<file path="src/rtl/rv0_wbs_if.sv">
// rv0_wbs_if: dispatch, completion and write-back signals of the write-back sequencer
interface rv0_wbs_if #(
  parameter int EXU_CNT = 4,
  parameter int ROB_DEPTH = 8
);
  localparam int TW = $clog2(ROB_DEPTH);
  localparam int EW = $clog2(EXU_CNT);
  logic flush_i;
  logic alloc_req_i;
  logic alloc_gnt_o;
  logic [TW-1:0] alloc_tag_o;
  logic [EXU_CNT-1:0] cmpl_vld_i;
  logic [EXU_CNT*TW-1:0] cmpl_tag_i;
  logic [EXU_CNT-1:0] cmpl_ack_o;
  logic ret_vld_o;
  logic [EW-1:0] ret_sel_o;
  logic ret_rdy_i;
  logic [TW:0] occ_o;
  logic err_timeout_o;
  modport slave(
    input flush_i, alloc_req_i, cmpl_vld_i, cmpl_tag_i, ret_rdy_i,
    output alloc_gnt_o, alloc_tag_o, cmpl_ack_o, ret_vld_o, ret_sel_o, occ_o, err_timeout_o
  );
  modport master(
    output flush_i, alloc_req_i, cmpl_vld_i, cmpl_tag_i, ret_rdy_i,
    input alloc_gnt_o, alloc_tag_o, cmpl_ack_o, ret_vld_o, ret_sel_o, occ_o, err_timeout_o
  );
endinterface

</file>
<file path="src/rtl/rv0_wbs.sv">
// rv0_wbs: in-order write-back sequencer retiring EXU results by tag; RV0_WBS_TIMEOUT_EN adds a head-stall error
module rv0_wbs #(
  parameter int EXU_CNT = 4,
  parameter int ROB_DEPTH = 8,
  parameter int TIMEOUT = 255
) (
  input logic clk_i,
  input logic rst_i,
  rv0_wbs_if.slave bus
);
  localparam int TW = $clog2(ROB_DEPTH);
  localparam int EW = $clog2(EXU_CNT);
  logic [TW-1:0] head_q, tail_q;
  logic [TW:0] occ_q;
  logic empty, full, grant, hit, retire;
  logic [EW-1:0] sel;
  assign empty = occ_q == '0;
  assign full = occ_q == (TW+1)'(ROB_DEPTH);
  assign grant = bus.alloc_req_i & ~full & ~bus.flush_i;
  // descending scan so the lowest matching EXU wins
  always_comb begin
    hit = 1'b0;
    sel = '0;
    for (int i = EXU_CNT - 1; i >= 0; i--)
      if (bus.cmpl_vld_i[i] && bus.cmpl_tag_i[i*TW +: TW] == head_q) begin
        hit = 1'b1;
        sel = EW'(i);
      end
  end
  assign retire = bus.ret_vld_o & bus.ret_rdy_i;
  assign bus.alloc_gnt_o = grant;
  assign bus.alloc_tag_o = tail_q;
  assign bus.ret_vld_o = ~empty & ~bus.flush_i & hit;
  assign bus.ret_sel_o = sel;
  assign bus.cmpl_ack_o = EXU_CNT'(retire) << sel;
  assign bus.occ_o = occ_q;
  always_ff @(posedge clk_i) begin
    if (rst_i || bus.flush_i) begin
      head_q <= '0;
      tail_q <= '0;
      occ_q <= '0;
    end else begin
      head_q <= head_q + TW'(retire);
      tail_q <= tail_q + TW'(grant);
      occ_q <= occ_q + (TW+1)'(grant) - (TW+1)'(retire);
    end
  end
`ifdef RV0_WBS_TIMEOUT_EN
  localparam int CW = $clog2(TIMEOUT + 1);
  logic [CW-1:0] cnt_q;
  logic err_q;
  assign bus.err_timeout_o = err_q;
  always_ff @(posedge clk_i) begin
    if (rst_i || bus.flush_i) begin
      cnt_q <= '0;
      err_q <= 1'b0;
    end else if (empty || retire) begin
      cnt_q <= '0;
    end else begin
      cnt_q <= cnt_q == CW'(TIMEOUT) ? cnt_q : cnt_q + 1'b1;
      err_q <= err_q | (cnt_q >= CW'(TIMEOUT - 1));
    end
  end
`else
  assign bus.err_timeout_o = TIMEOUT < 0;
`endif
endmodule
</file>
<file path="src/flat_wrapper.sv">
// flat-port wrapper written by rule: the top's interface ports become plain ports
module rv0_wbs_flat 
#(
  parameter int EXU_CNT = 4,
  parameter int ROB_DEPTH = 8,
  parameter int TIMEOUT = 255
)
  (clk_i, rst_i, bus_flush_i, bus_alloc_req_i, bus_cmpl_vld_i, bus_cmpl_tag_i, bus_ret_rdy_i, bus_alloc_gnt_o, bus_alloc_tag_o, bus_cmpl_ack_o, bus_ret_vld_o, bus_ret_sel_o, bus_occ_o, bus_err_timeout_o);
  rv0_wbs_if #(.EXU_CNT(EXU_CNT), .ROB_DEPTH(ROB_DEPTH)) bus_i ();
  input logic clk_i;
  input logic rst_i;
  input wire logic [$bits(bus_i.flush_i)-1:0] bus_flush_i;
  input wire logic [$bits(bus_i.alloc_req_i)-1:0] bus_alloc_req_i;
  input wire logic [$bits(bus_i.cmpl_vld_i)-1:0] bus_cmpl_vld_i;
  input wire logic [$bits(bus_i.cmpl_tag_i)-1:0] bus_cmpl_tag_i;
  input wire logic [$bits(bus_i.ret_rdy_i)-1:0] bus_ret_rdy_i;
  output wire logic [$bits(bus_i.alloc_gnt_o)-1:0] bus_alloc_gnt_o;
  output wire logic [$bits(bus_i.alloc_tag_o)-1:0] bus_alloc_tag_o;
  output wire logic [$bits(bus_i.cmpl_ack_o)-1:0] bus_cmpl_ack_o;
  output wire logic [$bits(bus_i.ret_vld_o)-1:0] bus_ret_vld_o;
  output wire logic [$bits(bus_i.ret_sel_o)-1:0] bus_ret_sel_o;
  output wire logic [$bits(bus_i.occ_o)-1:0] bus_occ_o;
  output wire logic [$bits(bus_i.err_timeout_o)-1:0] bus_err_timeout_o;
  assign bus_i.flush_i = bus_flush_i;
  assign bus_i.alloc_req_i = bus_alloc_req_i;
  assign bus_i.cmpl_vld_i = bus_cmpl_vld_i;
  assign bus_i.cmpl_tag_i = bus_cmpl_tag_i;
  assign bus_i.ret_rdy_i = bus_ret_rdy_i;
  assign bus_alloc_gnt_o = bus_i.alloc_gnt_o;
  assign bus_alloc_tag_o = bus_i.alloc_tag_o;
  assign bus_cmpl_ack_o = bus_i.cmpl_ack_o;
  assign bus_ret_vld_o = bus_i.ret_vld_o;
  assign bus_ret_sel_o = bus_i.ret_sel_o;
  assign bus_occ_o = bus_i.occ_o;
  assign bus_err_timeout_o = bus_i.err_timeout_o;
  rv0_wbs #(.EXU_CNT(EXU_CNT), .ROB_DEPTH(ROB_DEPTH), .TIMEOUT(TIMEOUT)) u_core (.clk_i(clk_i), .rst_i(rst_i), .bus(bus_i));
endmodule
</file>
<file path="config.mk">
export PLATFORM = sky130hd
export DESIGN_NAME = rv0_wbs_flat
export DESIGN_NICKNAME = d
export VERILOG_FILES = /design/src/rtl/rv0_wbs_if.sv /design/src/rtl/rv0_wbs.sv /design/src/flat_wrapper.sv
export SDC_FILE = /design/constraint.sdc
export NUM_CORES = 1
export LEC_CHECK = 0
export ABC_CLOCK_PERIOD_IN_PS = 2650
export BUFFER_PORTS_ARGS = -buffer_cell sky130_fd_sc_hd__buf_2
export CORE_ASPECT_RATIO = 1.5
export CORE_MARGIN = 2
export CORE_UTILIZATION = 25
export DETAILED_ROUTE_END_ITERATION = 10
export PLACE_DENSITY_LB_ADDON = 0.12
export SYNTH_ARGS = -nofsm -noshare
export SYNTH_HDL_FRONTEND = slang
export SYNTH_SLANG_ARGS = --single-unit
</file>
<file path="constraint.sdc">
create_clock -name clk_i -period 2.65 [get_ports clk_i]
set_input_delay 0 -clock clk_i [delete_from_list [all_inputs] [get_ports clk_i]]
set_output_delay 0 -clock clk_i [all_outputs]
set_load 0.03 [all_outputs]
</file>
==> impl_metrics.csv <==
group,metric,value,unit
clock_tree,root_buffer,"clkbuf_8",
floorplanning,coreArea,0.003128,mm²
clock_tree,cts_resized,0,
min_path,hp-class,"input pin to flip-flop",
yosys,synth_top_area_share,0.2443,
final_layout,drive_above_1_share,0.4138,
floorplanning,fp-row-count,25,
critical_path,crit_start,"u_core.head_q[2]$_SDFF_PP0_",
sta,period_share,0.9004,
yosys,netlist_instances,81,
yosys,synth.area.top_cells,"dfxtp_1, ha_1, xnor2_1",
sta,finalCriticalPeriod,2.386,ns
route,drtPass1Iterations,3,
route,first_iter_violations,9,
final_layout,antenna_cells,0,
sta,slew_violations,0,
critical_path,r2r-start,"u_core.head_q[2]$_SDFF_PP0_",
sta,setup_tns,0,ns
global_route,first_global_vias,677,
route,route.detailed.drc,0,
yosys,ys_seq_area_frac,0.2443,
critical_path,cp_slowest_cell,"dfxtp_1",
route,met1_length,725,µm
floorplanning,ios,37,
min_path,worstHoldStart,"rst_i",
power,p_leak,0.5111,nW
critical_path,cp_max_fo,5,
route,wire_per_inst,11.34,µm
yosys,syn_avg_cell_area,10.12,µm²
critical_path,end_kind,"flip-flop",
route,via_per_inst,4.141,
yosys,yosys_register_bits,10,
floorplanning,die_height,74.12,µm
yosys,synth_top_area_cell,"dfxtp_1",
global_route,overflow,0,
critical_path,crit_type,"flip-flop to flip-flop",
sta,finalSetupViolations,0,
clock_tree,cts.clk_slew.worst_paths,0.05,ns
yosys,yosysWarnings,0,
status,status,"completed",
global_route,grt_max_degree,8,
clock_tree,worstSkewPairLatency,0.24,ns
yosys,syn_area,819.5,µm²
clock_tree,cts_setup_buffers,0,
clock_tree,cts_tree,"yes",
route,detail_route.wirelength,1769,µm
route,via_count,646,
sta,hold_viol_final,0,
yosys,async_flop_share,0,
critical_path,crit_chain,"xnor2_1 > nand4_2 > nand4_1 > and2b_1 > ha_1 > inv_1 > ha_1 > fa_1 > xnor2_1 > nor3_1",
sta,rsz0062_at_grt,"no",
placement,dp.final_hpwl,1515,µm
power,power.total,0.4164,mW
route,wl_met3,135,µm
critical_path,critPathLaunchType,"flip-flop",
yosys,synth_top_cells_by_count,"xnor2_1, dfxtp_1, ha_1",
sta,fmax,0.4191,GHz
critical_path,critPathMaxStageDelay,0.54,ns
final_layout,fill_cells,351,
clock_tree,cts.htree.levels,1,
final_layout,syn_to_final_growth,29.16,%
final_layout,fin_util,0.3384,
clock_tree,max-clock-path-buffers,2,
placement,numPortBuffers,35,
global_route,grt_pass1_wl,2891,µm
global_route,grt_usage,0.1050,
route,drtAntennaViolNets,0,
clock_tree,hold_buffers,0,
placement,globalplace.congestion,0.8133,
yosys,syn_nets,113,
critical_path,arrival,2.55,ns
final_layout,fin_nets,149,
route,highest_layer,"met4",
yosys,ys_dominant_reg_cell,"dfxtp_1",
floorplanning,initial_core_util,0.2620,
floorplanning,die_area,0.003762,mm²
run,max_cap_viol_count,0,
sta,skew,0.001185,ns
yosys,synth.distinct_cells,26,
clock_tree,numCtsBuffers,3,
power,power.density,393.4,mW/mm²
power,vdd_drop_max,226.3,µV
route,wl_met2,871,µm
floorplanning,die_x,50.75,µm
yosys,synth.most_common_cell,"xnor2_1",
sta,hold_ws,0.005801,ns
critical_path,worstPathRequired,2.81,ns
yosys,synth_edf_count,0,
clock_tree,cts_sinks,10,
global_route,antenna_found_initial,0,
==> sequential cells by signal, indices dropped and copies added (netlist names) <==
| signal | count |
|---|---|
| u_core.head_q | 3 |
| u_core.bus.occ_o | 4 |
| u_core.bus.alloc_tag_o | 3 |
==> where the power goes <==
group | total, mW | internal, mW | switching [mW]
sequential | 0.154 | 0.153 | 0.00143
clock | 0.193 | 0.131 | 0.0618
combinational | 0.0697 | 0.0309 | 0.0388
==> routing by layer <==
metal | vias to the layer above | GRT usage
li1 | 334 | -
met1 | 275 | 0.1069
met2 | 32 | 0.1930
met3 | 5 | 0.02410
met4 | 0 | 0.06306
met5 | - | 0
==> cells in the final DEF, fill, tap and decap left out, types with 2 or more instances in the layout <==
cell type	count
buf_2	35
xnor2_1	13
ha_1	10
dfxtp_1	10
and2_1	7
inv_1	6
nor3_1	5
clkbuf_8	4
nor2_1	3
a21oi_1	3
nand4_2	3
nand2_1	2
xnor2_2	2
==> worst max-delay path: cells and delay by family (launching register included) <==
kind | cells | cell delay, ns
AND/OR/NAND/NOR | 4 | 0.59
buffers and inverters | 1 | 0.04
flip-flops | 1 | 0.54
XOR/XNOR | 2 | 0.28
adder cells (fa/ha/maj) | 3 | 0.87
==> cell type report <==
cell class	count	area, µm²	share of cell area
clock buffer	4	55.05	0.05201
inverter	6	22.52	0.02128
multi-input combinational	61	555.5	0.5248
sequential	10	200.2	0.1891
tap	40	50.05	0.04728
timing repair buffer	35	175.2	0.1655
==> path summary, 6_finish.rpt <==
path	cells after the start	slack, ns	endpoint
max	10	0.26	u_core.bus.occ_o[2]$_SDFF_PP0_
min	2	0.006	u_core.bus.occ_o[2]$_SDFF_PP0_
max reg2reg	10	0.26	u_core.bus.occ_o[2]$_SDFF_PP0_
min reg2reg	2	0.52	u_core.bus.alloc_tag_o[2]$_SDFF_PP0_
==> per-stage QoR <==
stage               worst slack (ns)  cell area, µm²  instances
floorplan                     0.2880           819.5         81
detailed placement            0.2275            1003        152
CTS                           0.2152            1059        156
global placement              0.2572            1003        152
finish                        0.2638            1059        156
global route                 0.05238            1059        156
==> cell families (layout without fill, tap and decap cells) <==
group,after synthesis,after routing,synth area share
xor gates and xnor gates,16,16,0.2122
and+or+nand+nor,28,28,0.2473
adders and majority gates,11,11,0.1771
DFF,10,10,0.2443
AOI/OAI and AO/OA,5,5,0.03664
other,1,1,0.004576
buffers and inverters,10,45,0.07786
(Power assumes the default switching activity.)
